<file path="src/rtl/alu_issue_stage.sv">
// Command FIFO feeding an external combinational ALU, with a one-entry registered result stage.
// Optional divide-by-zero flagging is enabled by defining ALU_ISSUE_DIVZ_EN.
module alu_issue_stage #(
    parameter int DEPTH = 4
) (
    input  logic       clk,
    input  logic       rst_n,
    input  logic       in_valid,
    output logic       in_ready,
    input  logic [7:0] in_a,
    input  logic [7:0] in_b,
    input  logic [3:0] in_sel,
    output logic [7:0] alu_a,
    output logic [7:0] alu_b,
    output logic [3:0] alu_sel,
    input  logic [7:0] alu_out,
    input  logic       alu_carry,
    output logic       out_valid,
    input  logic       out_ready,
    output logic [7:0] out_result,
    output logic       out_carry,
    output logic [3:0] out_sel
`ifdef ALU_ISSUE_DIVZ_EN
    ,
    output logic       out_divz
`endif
);

    localparam int AW = (DEPTH > 1) ? $clog2(DEPTH) : 1;

    typedef enum logic [0:0] {
        ST_EMPTY = 1'b0,
        ST_FULL  = 1'b1
    } out_state_e;

    // Entry layout: {a, b, sel}
    logic [19:0] mem_r [DEPTH];
    logic [AW:0] wr_ptr_r;
    logic [AW:0] rd_ptr_r;
    logic [19:0] head_s;
    logic        empty_s;
    logic        full_s;
    logic        push_s;
    logic        pop_s;
    out_state_e  state_r;
    out_state_e  state_nxt_s;

`ifdef ALU_ISSUE_DIVZ_EN
    function automatic logic is_divz(input logic [3:0] sel, input logic [7:0] b);
        return (sel == 4'b0011) && (b == 8'd0);
    endfunction
`endif

    // FIFO status and head decode; the ALU sees zeros when nothing is queued
    always_comb begin
        empty_s = (wr_ptr_r == rd_ptr_r);
        full_s  = (wr_ptr_r[AW] != rd_ptr_r[AW]) &&
                  (wr_ptr_r[AW-1:0] == rd_ptr_r[AW-1:0]);
        head_s  = mem_r[rd_ptr_r[AW-1:0]];
        if (empty_s) begin
            alu_a   = 8'd0;
            alu_b   = 8'd0;
            alu_sel = 4'd0;
        end else begin
            alu_a   = head_s[19:12];
            alu_b   = head_s[11:4];
            alu_sel = head_s[3:0];
        end
    end

    assign in_ready  = !full_s;
    assign push_s    = in_valid && !full_s;
    assign out_valid = (state_r == ST_FULL);

    // Output-stage next state and capture decision
    always_comb begin
        state_nxt_s = state_r;
        pop_s       = 1'b0;
        case (state_r)
            ST_EMPTY: begin
                if (!empty_s) begin
                    pop_s       = 1'b1;
                    state_nxt_s = ST_FULL;
                end else begin
                    state_nxt_s = ST_EMPTY;
                end
            end
            ST_FULL: begin
                if (out_ready && !empty_s) begin
                    pop_s       = 1'b1;
                    state_nxt_s = ST_FULL;
                end else if (out_ready) begin
                    state_nxt_s = ST_EMPTY;
                end else begin
                    state_nxt_s = ST_FULL;
                end
            end
            default: begin
                state_nxt_s = ST_EMPTY;
                pop_s       = 1'b0;
            end
        endcase
    end

    // Output-stage state register
    always_ff @(posedge clk or negedge rst_n) begin
        if (!rst_n) begin
            state_r <= ST_EMPTY;
        end else begin
            state_r <= state_nxt_s;
        end
    end

    // FIFO storage, deliberately left unreset
    always_ff @(posedge clk) begin
        if (push_s) begin
            mem_r[wr_ptr_r[AW-1:0]] <= {in_a, in_b, in_sel};
        end
    end

    // FIFO pointers; the extra MSB distinguishes full from empty
    always_ff @(posedge clk or negedge rst_n) begin
        if (!rst_n) begin
            wr_ptr_r <= {(AW+1){1'b0}};
            rd_ptr_r <= {(AW+1){1'b0}};
        end else begin
            if (push_s) begin
                wr_ptr_r <= wr_ptr_r + {{AW{1'b0}}, 1'b1};
            end
            if (pop_s) begin
                rd_ptr_r <= rd_ptr_r + {{AW{1'b0}}, 1'b1};
            end
        end
    end

    // Result register: captures the ALU response for the head entry as it pops
    always_ff @(posedge clk or negedge rst_n) begin
        if (!rst_n) begin
            out_result <= 8'd0;
            out_carry  <= 1'b0;
            out_sel    <= 4'd0;
`ifdef ALU_ISSUE_DIVZ_EN
            out_divz   <= 1'b0;
`endif
        end else if (pop_s) begin
            out_carry <= alu_carry;
            out_sel   <= head_s[3:0];
`ifdef ALU_ISSUE_DIVZ_EN
            out_divz   <= is_divz(head_s[3:0], head_s[11:4]);
            out_result <= is_divz(head_s[3:0], head_s[11:4]) ? 8'hFF : alu_out;
`else
            out_result <= alu_out;
`endif
        end
    end

endmodule
</file>
<file path="config.mk">
export PLATFORM = sky130hd
export DESIGN_NAME = alu_issue_stage
export DESIGN_NICKNAME = d
export VERILOG_FILES = /design/src/rtl/alu_issue_stage.sv
export SDC_FILE = /design/constraint.sdc
export NUM_CORES = 1
export LEC_CHECK = 0
export CAP_MARGIN = 20
export CELL_PAD_IN_SITES_DETAIL_PLACEMENT = 1
export CELL_PAD_IN_SITES_GLOBAL_PLACEMENT = 1
export CORE_MARGIN = 8
export CORE_UTILIZATION = 40
export CTS_CLUSTER_DIAMETER = 30
export DETAILED_ROUTE_END_ITERATION = 7
export GPL_TIMING_DRIVEN = 0
export HOLD_SLACK_MARGIN = 0.06
export PLACE_DENSITY = 0.75
export SYNTH_ARGS = -nofsm -noshare
export SYNTH_HDL_FRONTEND = slang
export SYNTH_SLANG_ARGS = --single-unit
</file>
<file path="constraint.sdc">
create_clock -name clk -period 3.7 [get_ports clk]
set_input_delay 0.74 -clock clk [delete_from_list [all_inputs] [get_ports clk]]
set_output_delay 0.74 -clock clk [all_outputs]
set_load 0.02 [all_outputs]
</file>
==> impl_metrics.sql <==
INSERT INTO impl_metrics (metric_group, metric, value, unit) VALUES
('status', 'outcome', 'completed', ''),
('finish', 'layout-drive-gt1-share', '20.50', '%'),
('yosys', 'synth-edff-count', '80', ''),
('floorplan', 'initial_utilization', '40.84', '%'),
('setup_path', 'critPathMaxStageDelay', '0.57', 'ns'),
('finish', 'antenna_diode_count', '0', ''),
('finish', 'final-seq-area', '2903', 'sq um'),
('sta', 'worst-slew-pin-transition', '1.058', 'ns'),
('pwr', 'vdd_drop_max', '0.0003415', 'V'),
('sta', 'maximum_clock_skew_at_final_layout', '0.007394', 'ns'),
('finish', 'post_synthesis_to_final_layout_area_growth', '27.05', '%'),
('route', 'drt_iter0_markers', '80', ''),
('clock_network', 'cts_resized', '0', ''),
('placement', 'place.gp.congestion', '0.6678', ''),
('floorplan', 'coreArea', '9729', 'sq um'),
('placement', 'dp_cells', '394', ''),
('yosys', 'async_flop_share', '20.00', '%'),
('route', 'via_per_inst', '4.854', ''),
('clock_network', 'root_buffer', 'sky130_fd_sc_hd__clkbuf_8', ''),
('clock_network', 'clock-sinks', '100', ''),
('clock_network', 'cts-root-to-sink-buffers', '2', ''),
('sta', 'timing.fmax', '293.6', 'MHz'),
('yosys', 'post_synth.cell_area_avg', '20.59', 'sq um'),
('setup_path', 'worst_setup_path_start_kind', 'flip-flop', ''),
('sta', 'timing.final.crit_share', '92.05', '%'),
('yosys', 'postSynthCellCount', '193', ''),
('clock_network', 'numCtsBuffers', '9', ''),
('clock_network', 'cts.hold.buffers_added', '0', ''),
('sta', 'grt_setup_unrepaired', 'false', ''),
('floorplan', 'number_of_primary_i_o_pins', '68', ''),
('setup_path', 'crit_fanout', '10', ''),
('route', 'postRouteWirelength', '7962', 'microns'),
('setup_path', 'worst-endpoint-arrival', '2.67', 'ns'),
('placement', 'place.port_buffers', '67', ''),
('yosys', 'synth_nets', '231', ''),
('clock_network', 'cts_post_setup_buffers_inserted', '0', ''),
('sta', 'hold_violations', '0', ''),
('global_routing', 'groute.usage.overall', '12.33', '%'),
('clock_network', 'tritoncts', 'done', ''),
('global_routing', 'wire_length_of_the_first_global_routing_pass', '12120', 'microns'),
('setup_path', 'crit_path_top_delay_cell', 'sky130_fd_sc_hd__clkdlybuf4s50_1', ''),
('sta', 'timing.final.crit_period', '3.406', 'ns'),
('yosys', 'synth_seq_cells', '100', ''),
('clock_network', 'ctsHtreeMaxLevel', '3', ''),
('yosys', 'number_of_distinct_library_cells_after_synthesis', '21', ''),
('pwr', 'fin_total_pwr', '4.687', 'mW'),
('setup_path', 'critPathKind', 'flip-flop to output pin', ''),
('sta', 'report.final.setup_viol', '0', ''),
('sta', 'worst_slew_margin_rel', '29.50', '%'),
('yosys', 'post_synth_design_cell_area', '3974', 'sq um'),
('floorplan', 'die-width', '115.7', 'microns'),
('route', 'ant_nets_after_route', '0', ''),
('global_routing', 'grt_start_max_net_pins', '22', ''),
('route', 'route.detailed.drc', '0', ''),
('floorplan', 'fp.dieH', '115.7', 'microns'),
('finish', 'layout_commonest_cell', 'sky130_fd_sc_hd__edfxtp_1', ''),
('yosys', 'yosys_most_used_dff', 'sky130_fd_sc_hd__edfxtp_1', ''),
('route', 'first_pass_iters', '4', ''),
('floorplan', 'dieArea', '13380', 'sq um'),
('sta', 'maxSlewViolCount', '0', ''),
('finish', 'final_cell_mix', 'sky130_fd_sc_hd__edfxtp_1, sky130_fd_sc_hd__clkdlybuf4s50_1, sky130_fd_sc_hd__mux4_2, sky130_fd_sc_hd__nor2b_1, sky130_fd_sc_hd__dfrtp_1', ''),
('placement', 'detailedPlace.worstSlack', '0.6698', 'ns'),
('placement', 'dp_hpwl', '5489', 'microns'),
('global_routing', 'grt.overflow.total', '0', ''),
('sta', 'worst_slack', '0.2942', 'ns'),
('floorplan', 'placementRows', '36', ''),
('run', 'max_cap_viol', '0', ''),
('yosys', 'ys_seq_area_share', '73.05', '%'),
('finish', 'total_nets_final', '311', ''),
('yosys', 'synth_warnings', '0', ''),
('setup_path', 'end_kind', 'output pin', '');
==> worst max-delay path, delay by kind of cell (launching register included) <==
family / cells / cell delay (ns)
and+or+nand+nor: 2 / 0.47
DFF: 1 / 0.42
buffers and inverters: 3 / 1.24
xor gates and xnor gates: 1 / 0.19
==> synthesized netlist by cell type (all sizes together), types with 2 or more instances <==
| library cell | number | area [sq um] |
|---|---|---|
| nor2b | 20 | 125.1 |
| mux4 | 20 | 450.4 |
| edfxtp | 80 | 2402 |
| xnor2 | 4 | 35.03 |
| xor2 | 5 | 43.79 |
| dfrtp | 20 | 500.5 |
| and2 | 3 | 18.77 |
| clkbuf | 4 | 15.01 |
| inv | 3 | 11.26 |
| buf | 5 | 43.79 |
| nand2 | 2 | 7.510 |
| ha | 5 | 62.56 |
| mux2 | 15 | 202.7 |
| a31oi | 2 | 12.51 |
==> stage by stage <==
step / hold WS, ns / instance area, sq um
2_1_floorplan: 0.4444 / 3974
6_report: 0.4972 / 5049
4_1_cts: 0.5006 / 5021
3_3_place_gp: 0.4782 / 4811
5_1_grt: 0.5159 / 5049
3_5_place_dp: 0.4815 / 4853
==> layer usage <==
layer,global-route usage [%],vias up,share of wire [%]
li1,-,903,-
met1,14.47,1024,43
met2,20.85,62,49
met3,4.273,6,6.6
met4,3.889,0,0.87
met5,0,-,0
==> layout make-up <==
cell class                 instances  area share [%]
tap                              133           3.296
clock buffer                      11           2.602
buffer                             9           1.165
timing repair buffer              69           14.37
clock inverter                     5          0.7187
multi-input combinational         81           20.12
inverter                           3          0.2230
sequential                       100           57.50
==> flip-flops by register name (all words and copies together) (netlist names) <==
name        count
out_carry       1
wr_ptr_r        3
mem_r          80
out_result      8
out_sel         4
rd_ptr_r        3
out_valid       1
==> cell families (layout without fill, tap and decap cells) <==
group | Yosys count | after routing | share of synthesized area, %
xor+xnor | 9 | 9 | 1.983
compound gates | 4 | 4 | 0.9761
fa+ha+maj | 5 | 5 | 1.574
flops | 100 | 100 | 73.05
buf+inv | 12 | 97 | 1.763
simple gates | 28 | 28 | 4.219
mux | 35 | 35 | 16.44
==> power by group <==
part / internal [mW] / switching (mW) / total, mW
combinational: 1.19 / 1.22 / 2.41
clock: 0.249 / 0.358 / 0.608
sequential: 1.56 / 0.117 / 1.67
total: 2.99 / 1.69 / 4.69
==> final timing paths <==
| path | startpoint | end | slack, ns | cells after the start |
|---|---|---|---|---|
| setup / recovery | rd_ptr_r[1]$_DFFE_PN0P_ | alu_a[3] | 0.29 | 6 |
| min in group asynchronous | rst_n | out_carry$_DFFE_PN0P_ | 0.89 | 1 |
| setup reg to reg | rd_ptr_r[1]$_DFFE_PN0P_ | mem_r[1][8]$_DFFE_PP_ | 1.23 | 4 |
| max in group asynchronous | rst_n | rd_ptr_r[1]$_DFFE_PN0P_ | 2.25 | 1 |
| hold reg to reg | wr_ptr_r[2]$_DFFE_PN0P_ | wr_ptr_r[2]$_DFFE_PN0P_ | 0.50 | 1 |
| hold / removal | wr_ptr_r[2]$_DFFE_PN0P_ | wr_ptr_r[2]$_DFFE_PN0P_ | 0.50 | 1 |
(Power assumes the default switching activity.)
